==> src/rtl/alu_pkg.sv <==
// Shared types and constants for the multi-cycle ALU.
package alu_pkg;

    typedef enum logic [2:0] {
        OP_ADD = 3'b000,
        OP_SUB = 3'b001,
        OP_AND = 3'b010,
        OP_OR  = 3'b011,
        OP_XOR = 3'b100,
        OP_LSL = 3'b101,
        OP_LSR = 3'b110,
        OP_MUL = 3'b111
    } alu_op_e;

    // Bit positions inside ALUFlags {N,Z,C,V}
    localparam int FLAG_N = 3;
    localparam int FLAG_Z = 2;
    localparam int FLAG_C = 1;
    localparam int FLAG_V = 0;

    typedef enum logic [1:0] {
        IDLE = 2'd0,
        BUSY = 2'd1,
        HOLD = 2'd2
    } state_e;

endpackage

==> src/rtl/alu_multicycle_if.sv <==
// Operand/result handshake bundle between the datapath and the ALU.
interface alu_multicycle_if #(parameter int WIDTH = 32) ();

    logic             in_valid;
    logic             in_ready;
    logic [WIDTH-1:0] a;
    logic [WIDTH-1:0] b;
    logic [2:0]       ALUControl;
    logic             out_valid;
    logic             out_ready;
    logic [WIDTH-1:0] Result;
    logic [3:0]       ALUFlags;

    // Datapath side: issues operands, consumes results
    modport master (
        output in_valid, a, b, ALUControl, out_ready,
        input  in_ready, out_valid, Result, ALUFlags
    );

    // ALU side
    modport slave (
        input  in_valid, a, b, ALUControl, out_ready,
        output in_ready, out_valid, Result, ALUFlags
    );

endinterface

==> src/rtl/alu_mul_iter.sv <==
// Shift-add multiplier, one multiplier bit per cycle, WIDTH iterations.
// Operands are captured on start; done pulses for one cycle once the
// counter has run out, with product holding the low WIDTH bits.
module alu_mul_iter #(
    parameter int WIDTH = 32
) (
    input  logic             clk,
    input  logic             reset_n,
    input  logic             start,
    input  logic [WIDTH-1:0] a,
    input  logic [WIDTH-1:0] b,
    output logic             done,
    output logic [WIDTH-1:0] product
);

    localparam int CW = $clog2(WIDTH) + 1;

    logic [CW-1:0]    cnt;
    logic             run;
    logic [WIDTH-1:0] mcand;
    logic [WIDTH-1:0] mplier;
    logic [WIDTH-1:0] acc;

    // Capture operands on start, then add-and-shift until the counter empties
    always_ff @(posedge clk or negedge reset_n) begin
        if (!reset_n) begin
            cnt    <= '0;
            run    <= 1'b0;
            mcand  <= '0;
            mplier <= '0;
            acc    <= '0;
        end else if (start) begin
            cnt    <= CW'(WIDTH);
            run    <= 1'b1;
            mcand  <= a;
            mplier <= b;
            acc    <= '0;
        end else if (run) begin
            if (cnt != '0) begin
                if (mplier[0]) begin
                    acc <= acc + mcand;
                end
                mcand  <= mcand << 1;
                mplier <= mplier >> 1;
                cnt    <= cnt - CW'(1);
            end else begin
                run <= 1'b0;
            end
        end
    end

    assign done    = run & (cnt == '0);
    assign product = acc;

endmodule

==> src/rtl/alu_multicycle.sv <==
// Registered ALU with valid/ready in and out. Single-cycle ops land in the
// output register on the accept edge; mul runs in alu_mul_iter and lands
// one cycle after it finishes. A held result blocks new work unless the
// consumer drains it in the same cycle.
module alu_multicycle
    import alu_pkg::*;
#(
    parameter int WIDTH  = 32,
    parameter int MUL_EN = 1
) (
    input logic              clk,
    input logic              reset_n,
    alu_multicycle_if.slave  bus
);

    localparam int SW = $clog2(WIDTH);

    state_e           state_q, state_d;
    alu_op_e          op;
    logic             in_ready;
    logic             accept;
    logic             is_mul;
    logic             mul_start, load_single, load_mul;
    logic             mul_done;
    logic [WIDTH-1:0] mul_prod;

    logic [SW-1:0]    shamt;
    logic [WIDTH:0]   sum_ext, diff_ext, lsl_ext, lsr_ext;
    logic [WIDTH-1:0] alu_res, ld_res;
    logic             alu_c, alu_v;
    logic [3:0]       ld_flags;

    logic [WIDTH-1:0] result_q;
    logic [3:0]       flags_q;

    assign op       = alu_op_e'(bus.ALUControl);
    assign is_mul   = (op == OP_MUL) && (MUL_EN != 0);
    assign in_ready = reset_n & ((state_q == IDLE) | ((state_q == HOLD) & bus.out_ready));
    assign accept   = bus.in_valid & in_ready;
    assign shamt    = bus.b[SW-1:0];

    alu_mul_iter #(.WIDTH(WIDTH)) u_mul (
        .clk     (clk),
        .reset_n (reset_n),
        .start   (mul_start),
        .a       (bus.a),
        .b       (bus.b),
        .done    (mul_done),
        .product (mul_prod)
    );

    // State register
    always_ff @(posedge clk or negedge reset_n) begin
        if (!reset_n) begin
            state_q <= IDLE;
        end else begin
            state_q <= state_d;
        end
    end

    // Next state: drain/finish first, then a new accept takes precedence
    always_comb begin
        state_d     = state_q;
        mul_start   = 1'b0;
        load_single = 1'b0;
        load_mul    = 1'b0;
        case (state_q)
            BUSY: begin
                if (mul_done) begin
                    state_d  = HOLD;
                    load_mul = 1'b1;
                end
            end
            HOLD: begin
                if (bus.out_ready) begin
                    state_d = IDLE;
                end
            end
            default: ;
        endcase
        if (accept) begin
            if (is_mul) begin
                state_d   = BUSY;
                mul_start = 1'b1;
            end else begin
                state_d     = HOLD;
                load_single = 1'b1;
            end
        end
    end

    // Single-cycle datapath; carries come from one extra MSB/LSB of the extended result
    always_comb begin
        sum_ext  = {1'b0, bus.a} + {1'b0, bus.b};
        diff_ext = {1'b0, bus.a} + {1'b0, ~bus.b} + (WIDTH+1)'(1);
        lsl_ext  = {1'b0, bus.a} << shamt;
        lsr_ext  = {bus.a, 1'b0} >> shamt;
        alu_res  = '0;
        alu_c    = 1'b0;
        alu_v    = 1'b0;
        case (op)
            OP_ADD: begin
                alu_res = sum_ext[WIDTH-1:0];
                alu_c   = sum_ext[WIDTH];
                alu_v   = (bus.a[WIDTH-1] == bus.b[WIDTH-1]) & (sum_ext[WIDTH-1] != bus.a[WIDTH-1]);
            end
            OP_SUB: begin
                alu_res = diff_ext[WIDTH-1:0];
                alu_c   = diff_ext[WIDTH];
                alu_v   = (bus.a[WIDTH-1] != bus.b[WIDTH-1]) & (diff_ext[WIDTH-1] != bus.a[WIDTH-1]);
            end
            OP_AND: alu_res = bus.a & bus.b;
            OP_OR:  alu_res = bus.a | bus.b;
            OP_XOR: alu_res = bus.a ^ bus.b;
            OP_LSL: begin
                alu_res = lsl_ext[WIDTH-1:0];
                alu_c   = lsl_ext[WIDTH];
            end
            OP_LSR: begin
                alu_res = lsr_ext[WIDTH:1];
                alu_c   = lsr_ext[0];
            end
            default: alu_res = '0;
        endcase
    end

    // Select what gets loaded into the output register and derive its flags
    always_comb begin
        ld_res           = load_mul ? mul_prod : alu_res;
        ld_flags         = '0;
        ld_flags[FLAG_N] = ld_res[WIDTH-1];
        ld_flags[FLAG_Z] = (ld_res == '0);
        ld_flags[FLAG_C] = load_mul ? 1'b0 : alu_c;
        ld_flags[FLAG_V] = load_mul ? 1'b0 : alu_v;
    end

    // Output register: only written on a new result, so a stalled result holds
    always_ff @(posedge clk or negedge reset_n) begin
        if (!reset_n) begin
            result_q <= '0;
            flags_q  <= '0;
        end else if (load_single | load_mul) begin
            result_q <= ld_res;
            flags_q  <= ld_flags;
        end
    end

    assign bus.in_ready  = in_ready;
    assign bus.out_valid = (state_q == HOLD);
    assign bus.Result    = result_q;
    assign bus.ALUFlags  = flags_q;

endmodule

==> src/flat_wrapper.sv <==
// flat-port wrapper written by rule: the top's interface ports become plain ports
module alu_multicycle_flat import alu_pkg::*;
#(
    parameter int WIDTH  = 32,
    parameter int MUL_EN = 1
)
  (clk, reset_n, bus_in_valid, bus_a, bus_b, bus_ALUControl, bus_out_ready, bus_in_ready, bus_out_valid, bus_Result, bus_ALUFlags);
  alu_multicycle_if #(.WIDTH(WIDTH)) bus_i ();
  input logic clk;
  input logic reset_n;
  input wire logic [$bits(bus_i.in_valid)-1:0] bus_in_valid;
  input wire logic [$bits(bus_i.a)-1:0] bus_a;
  input wire logic [$bits(bus_i.b)-1:0] bus_b;
  input wire logic [$bits(bus_i.ALUControl)-1:0] bus_ALUControl;
  input wire logic [$bits(bus_i.out_ready)-1:0] bus_out_ready;
  output wire logic [$bits(bus_i.in_ready)-1:0] bus_in_ready;
  output wire logic [$bits(bus_i.out_valid)-1:0] bus_out_valid;
  output wire logic [$bits(bus_i.Result)-1:0] bus_Result;
  output wire logic [$bits(bus_i.ALUFlags)-1:0] bus_ALUFlags;
  assign bus_i.in_valid = bus_in_valid;
  assign bus_i.a = bus_a;
  assign bus_i.b = bus_b;
  assign bus_i.ALUControl = bus_ALUControl;
  assign bus_i.out_ready = bus_out_ready;
  assign bus_in_ready = bus_i.in_ready;
  assign bus_out_valid = bus_i.out_valid;
  assign bus_Result = bus_i.Result;
  assign bus_ALUFlags = bus_i.ALUFlags;
  alu_multicycle #(.WIDTH(WIDTH), .MUL_EN(MUL_EN)) u_core (.clk(clk), .reset_n(reset_n), .bus(bus_i));
endmodule
==> config.mk <==
export PLATFORM = sky130hd
export DESIGN_NAME = alu_multicycle_flat
export DESIGN_NICKNAME = d
export VERILOG_FILES = /design/src/rtl/alu_pkg.sv /design/src/rtl/alu_multicycle_if.sv /design/src/rtl/alu_mul_iter.sv /design/src/rtl/alu_multicycle.sv /design/src/flat_wrapper.sv
export SDC_FILE = /design/constraint.sdc
export NUM_CORES = 1
export LEC_CHECK = 0
export ABC_CLOCK_PERIOD_IN_PS = 4100
export CORE_MARGIN = 10
export CORE_UTILIZATION = 51
export DETAILED_ROUTE_END_ITERATION = 7
export PLACE_DENSITY = 0.68
export SYNTH_ARGS = -nofsm -noshare
export SYNTH_HDL_FRONTEND = slang
export SYNTH_SLANG_ARGS = --single-unit
==> constraint.sdc <==
create_clock -name clk -period 4.1 [get_ports clk]
set_input_delay 0.82 -clock clk [delete_from_list [all_inputs] [get_ports clk]]
set_output_delay 0.82 -clock clk [all_outputs]
set_load 0.05 [all_outputs]
# Yosys cells after proc, flatten, opt, wreduce, memory -nomap -nowiden

Index checks and enable logic that the tools add are counted.

Input bits: 71
Output and inout bits: 38
Logic and storage cells: 87
Register bits: 141

Shift-type cells: 2
Bitwise operators: 12
Mux-type cells: 33
Reductions and logical operators: 12
Equal/unequal tests: 15
$add $sub $neg: 5

Operator list:

| cell                                                 | number |
|---|---|
| 2-to-1 mux 32 bit                                    | 11 |
| case mux 32 bit (7 select lines)                     | 1 |
| adder 32 x 32 -> 33 bit                              | 2 |
| adder 33 x 1 -> 33 bit (second input constant)       | 1 |
| << shifter 32 x 5 -> 33 bit                          | 1 |
| >> shifter 33 x 5 -> 33 bit                          | 1 |
| adder 32 bit                                         | 1 |
| AND 32 bit                                           | 1 |
| logical NOT 32 bit                                   | 1 |
| NOT 32 bit                                           | 1 |
| OR 32 bit                                            | 1 |
| bitwise XOR 32 bit                                   | 1 |
| 2-to-1 mux 6 bit                                     | 3 |
| equality test 3 bit (second input constant)          | 4 |
| 2-to-1 mux 1 bit                                     | 11 |
| 2-to-1 mux 2 bit                                     | 4 |
| AND 1 bit                                            | 6 |
| equality test 3 x 2 -> 1 bit (second input constant) | 2 |
| logical NOT 6 bit                                    | 1 |
| AND reduction 3 bit                                  | 2 |
| nonzero test 2 bit                                   | 3 |
| nonzero test 6 bit                                   | 1 |
| subtractor 6 x 1 -> 6 bit (second input constant)    | 1 |
| case mux 1 bit (4 select lines)                      | 1 |
| 14 further kinds                                     | 17 |

# Longest topological paths before layout

Depth after elaboration: 8
Mapped depth: 19

# Modules after synthesis

Synthesis repeated with hierarchy kept, for this count alone.

Cells, all modules: 2,397
Area, all modules: 17,992.3 um^2

By module, submodules not included:

| module         | cells an instance | times used | area each (um^2) |
|---|---|---|---|
| alu_multicycle | 1,707             | 1          | 11,837.6 |
| alu_mul_iter   | 690               | 1          | 6,154.7 |

# Worst setup path before layout

No wires, ideal clock.

Kind: input port to flip-flop
Start: input port bus_b[2]
End: register u_core.flags_q[2], in the netlist u_core.bus.ALUFlags[2]
Arrival: 4.987 ns
Slack: -0.978 ns
Setup time: 0.092 ns
Cell stages on the path: 19
Required time: 4.008 ns
Path through: buf_2 > clkinv_1 > buf_2 > buf_2 > buf_1 > ha_1 > clkbuf_1 > nor2b_1 > o221ai_1 > a211oi_1 > o211ai_1 > a31o_2 > o21ba_2 > nand4_1 > o31ai_1 > a2111oi_0 > a211oi_1 > or3b_2 > o31ai_2

Word-level cells in the longest chain between the ends: 6
Elaborated cells between the ends (all ways): 12
Classes of those cells: 3 x add/sub; 2 x shift; 2 x mux; 4 x bitwise; 1 x reduce/logical

RTL lines:

| item                                 | RTL line              | source |
|---|---|---|
| start, declared                      | flat_wrapper.sv:13    | `input wire logic [$bits(bus_i.b)-1:0] bus_b;` |
| NOT 32 bit                           | alu_multicycle.sv:95  | `diff_ext = {1'b0, bus.a} + {1'b0, ~bus.b} + (WIDTH+1)'(1);` |
| adder 32 x 32 -> 33 bit              | alu_multicycle.sv:95  |  |
| adder 33 x 1 -> 33 bit               | alu_multicycle.sv:95  |  |
| case mux 32 bit (7 select lines) (*) | alu_multicycle.sv:101 | `case (op)` |
| 2-to-1 mux 32 bit (*)                | alu_multicycle.sv:129 | `ld_res = load_mul ? mul_prod : alu_res;` |
| logical NOT 32 bit (*)               | alu_multicycle.sv:132 | `ld_flags[FLAG_Z] = (ld_res == '0);` |
| end signal, assigned                 | alu_multicycle.sv:144 | `flags_q <= ld_flags;` |
| end, declared                        | alu_multicycle.sv:34  | `logic [3:0] flags_q;` |

Every way passes the cells marked *; elsewhere a longest branch is shown, timed or not.
A chain may end at the register's enable or synchronous reset.

# Worst setup path after layout

Start: input port bus_ALUControl[2]
End: register u_core.flags_q[2], in the netlist u_core.bus.ALUFlags[2]

Word-level cells in the longest chain between the ends: 4
Elaborated cells between the ends (all ways): 14
Classes of those cells: 7 x eq/ne; 4 x mux; 1 x bitwise; 2 x reduce/logical

RTL lines:

| item                                                                 | RTL line                                     | source |
|---|---|---|
| start, declared                                                      | flat_wrapper.sv:14                           | `input wire logic [$bits(bus_i.ALUControl)-1:0] bus_ALUControl;` |
| equality test 3 bit, or another cell as far along                    | alu_multicycle.sv:101                        |  |
| case mux 32 bit (7 select lines) or 2-to-1 mux 1 bit (tied branches) | alu_multicycle.sv:101, alu_multicycle.sv:82  |  |
| 2-to-1 mux 32 bit or 2-to-1 mux 1 bit (tied branches)                | alu_multicycle.sv:129, alu_multicycle.sv:81  |  |
| logical NOT 32 bit or OR 1 bit (tied branches)                       | alu_multicycle.sv:132, alu_multicycle.sv:142 |  |

Parallel ways exist; a longest one is shown, timed or not.

==> results.rst <==
.. list-table::
   :header-rows: 1

   * - Metric
     - Value
   * - Unrepaired setup endpoints after global routing
     - yes
   * - Number of sinks handled by clock tree synthesis
     - 140
   * - Violated checks
     - negative setup slack
   * - Proportion of register bits with asynchronous set or reset after synthesis
     - 1.000
   * - Vias in the first global route
     - between 20k and 25k
   * - Sort of element at the end of the critical path
     - flop
   * - Count of warnings emitted by yosys
     - 0
   * - Leak
     - ~0.011 uW
   * - Worst EP arrival
     - ~4.6 ns
   * - Netlist Area Pre-Place
     - ~17000 um^2
   * - Cell Pwr Density
     - ~470 nW/um^2
   * - Maximum clock frequency
     - 0.2375 GHz
   * - Result of the run
     - finished with violations
   * - Antenna violations before repair
     - 2
   * - Clock tree from TritonCTS
     - built
   * - Initial cell density of the core
     - 0.5201
   * - Sum of routed wire length over all layers
     - between 80000 and 90000 um
   * - Aggregate global-route resource usage
     - 0.4181
   * - Antenna cells
     - 0
   * - Final clock skew
     - ~0.036 ns
   * - Placement-stage worst setup slack
     - -0.9271 ns
   * - H-Tree Level Count
     - 4
   * - Length of the first detailed-routing pass in iterations
     - 6
   * - Starting DRT DRC Count
     - ~2.8k
   * - Worst min-delay path class
     - input pin to asynchronous set/reset pin
   * - Area occupied by multi-input gates
     - 13310 um^2
   * - Vias per cell
     - 6.615
   * - Number of failing hold endpoints at the final stage
     - 0
   * - Number of maximum-capacitance violations
     - 0
   * - Final Total Pwr
     - approximately 11000 uW
   * - Die X
     - 202.6 um
   * - Post-synth net total
     - 2368
   * - VDD IR max
     - 0.0007284 V
   * - Relative max-transition margin
     - 0.2430
   * - Total Neg Setup Slack
     - -0.1184 ns
   * - Count of different cell masters after synthesis
     - 87
   * - Total CTS buffers
     - 17
   * - Total cell area at the placement stage
     - approximately 23000 um^2
   * - Die Span Y
     - around 200 um
   * - Clock transition at the registers of the reported paths
     - 0.11 ns
   * - Setup CP Type
     - input pin to flop
   * - Post-route ant nets
     - 0
   * - Number of top-level pins
     - roughly 110
   * - Hold_buf cts
     - 0
   * - GR Overflow Total
     - 0
   * - Number of nets in the finished design
     - roughly 3k
   * - Proportion of synthesized chip area in sequential cells
     - 0.2060
   * - Cells after Synth
     - 2153
   * - Pins Over Slew Limit
     - 0
   * - Per-cell routed wire length
     - roughly 28 um
   * - Root buffer cell
     - clkbuf_16
   * - Row cnt
     - 66
   * - I/O Buffers
     - ~110
   * - Die area
     - a little over 40000 um^2
   * - Commonest cells after routing, fill and taps aside
     - 625 x buf_4, 245 x nand2_1, 178 x o21ai_0
   * - Count of filler cells inserted in the layout
     - 2416
   * - Last weighted congestion value of the routability-driven placer
     - 1.133
   * - Pin count of the biggest net entering global routing
     - about 140
   * - Vias
     - ~21k
   * - Required time at the endpoint of the critical path
     - roughly 4.5 ns
   * - Slew of the pin with the lowest slew margin
     - about 1.1 ns
   * - Worst hold slack
     - ~0.43 ns
   * - Final worst path period share
     - 1.027
   * - Avg Cell Area, Syn
     - around 7.9 um^2
   * - Largest cells by area after synthesis
     - dfrtp_1 21%, ha_1 10%, mux2i_1 7.2%
   * - Setup-violating endpoint count in the final report
     - 2
   * - Layout overhead on the synthesized area
     - 44.87%
   * - # DRC
     - 0
   * - R2r setup slk
     - 0.13 ns
   * - Finished Cell Area
     - approximately 25000 um^2
   * - Clk Latency, worst-skew pair
     - 0.49 ns
   * - Fin crit period
     - 4.211 ns
   * - Most common cell after layout, fill and taps aside
     - buf_4
   * - Core outline area
     - between 30000 and 40000 um^2
   * - Total of flip-flops plus latches after synthesis
     - 140
   * - Register area
     - about 3500 um^2
   * - Post-synth EDFFs
     - 0
   * - Fraction of layout cells with a size suffix above 1
     - 0.3346
   * - Placed wire-length estimate after detailed placement
     - 69410 um
   * - Buffers from clock root to sink, at most
     - 2
   * - Leading register cell type out of synthesis
     - dfrtp_1
   * - Startpoint class of the critical path
     - input pin
   * - Post-route worst setup slack
     - -0.1114 ns
   * - Critical Path Fanout Max
     - 8
   * - First-pass GRT wire length
     - approximately 130000 um
   * - Area leader, netlist
     - dfrtp_1
   * - Proportion of netlist area held by the largest area contributor
     - 0.2060
## timing repair
| item | 4_1_cts | 5_1_grt |
|---|---|---|
| gates resized for setup | 137 | 86 |
| pin swaps | 49 | 41 |
| buffers inserted | 23 | 10 |
| endpoints found under the setup margin | 7 | 9 |
## flip-flops by register name (all words and copies together), names as in the netlist
name,cells
u_core.bus.ALUFlags,4
u_core.u_mul.cnt,6
u_core.u_mul.product,32
u_core.state_q,2
u_core.u_mul.run,1
u_core.u_mul.mcand,32
u_core.u_mul.mplier,32
u_core.bus.Result,31
## area by class of cell
type                            count  area share
Multi-Input combinational cell   1745      0.5401
Timing Repair Buffer              761      0.2499
Sequential cell                   140      0.1422
Tap cell                          442     0.02244
Inverter                          119     0.01874
Clock buffer                       17     0.01727
Clock inverter                     15    0.009293
## through the flow
stage,utilization,std cells
global placement,0.6993,3174
CTS,0.7414,3229
floorplan,-,2153
finish,0.7535,3239
global route,0.7535,3239
detailed placement,0.6993,3174
## metal layers
metal	part of all wire	up-vias	track usage
met5	0	-	0
met4	0.074	0	0.2582
met3	0.12	371	0.1157
met2	0.42	1610	0.6310
met1	0.38	10240	0.5207
li1	-	9206	-
## power by group
part	total [uW]	switching, uW	leakage [uW]	internal [uW]
sequential	2700	677	0.00175	2020
combinational	6910	4030	0.00943	2880
clock	1870	820	0.000314	1050
total	11500	5530	0.0115	5940
## synth_stat cells, types with 9 or more instances
library cell and instances:
mux2i_1 122, inv_1 115, a21oi_1 140, nand3_1 44
mux4_1 9, clkbuf_1 109, ha_1 141, nor2_1 179
dfrtp_1 140, o211ai_1 22, o31ai_1 12, nor3_1 41
a211oi_1 34, a221oi_1 15, o22ai_1 26, a22o_1 9
nand2_1 246, mux2_2 33, nor2b_1 29, a31oi_1 16
nand4_1 22, nor4_1 21, a22oi_1 24, a21o_1 36
xor2_1 22, and2_1 9, or2_2 11, buf_2 12
o221ai_1 25, and3_1 13, a311oi_1 9, o21a_1 9
o21bai_1 11, mux4_2 30, o21ai_0 196, nand2b_1 21
xnor2_1 27, buf_1 19, or3_1 13
## critical path, cell delays in order
cell             delay [ns]
clkdlybuf4s50_1        0.59
buf_4                  0.18
clkinv_1               0.07
buf_4                  0.14
nand3_1                0.25
buf_4                  0.25
o221ai_1               0.28
a21oi_1                0.21
nand2_1                0.08
a211oi_1               0.32
a31oi_1                0.25
a211oi_2               0.21
nand4_1                0.17
nor4b_4                0.36
nand4_1                0.16
o31ai_2                0.25
## final timing paths
check,startpoint,to,cells past startpoint
worst max-delay path,bus_ALUControl[2],u_core.bus.ALUFlags[2]$_DFFE_PN0P_,16
max in group asynchronous,reset_n,u_core.u_mul.mplier[23]$_DFFE_PN0P_,2
worst min-delay path,reset_n,u_core.u_mul.mplier[4]$_DFFE_PN0P_,2
worst max register to register,u_core.u_mul.cnt[0]$_DFFE_PN0P_,u_core.bus.ALUFlags[2]$_DFFE_PN0P_,16
min in group clk,u_core.bus.Result[22]$_DFFE_PN0P_,u_core.bus.Result[22]$_DFFE_PN0P_,2
worst min register to register,u_core.bus.Result[22]$_DFFE_PN0P_,u_core.bus.Result[22]$_DFFE_PN0P_,2
## cell families (layout without fill, tap and decap cells)
group | count (synthesis) | after routing | share of synthesized area
mux | 201 | 201 | 0.1543
fa+ha+maj | 144 | 144 | 0.1073
buf+inv | 268 | 912 | 0.06437
flops | 140 | 140 | 0.2060
compound gates | 670 | 670 | 0.2568
xor+xnor | 49 | 49 | 0.02523
simple gates | 681 | 681 | 0.1861
(Power assumes the default switching activity.)
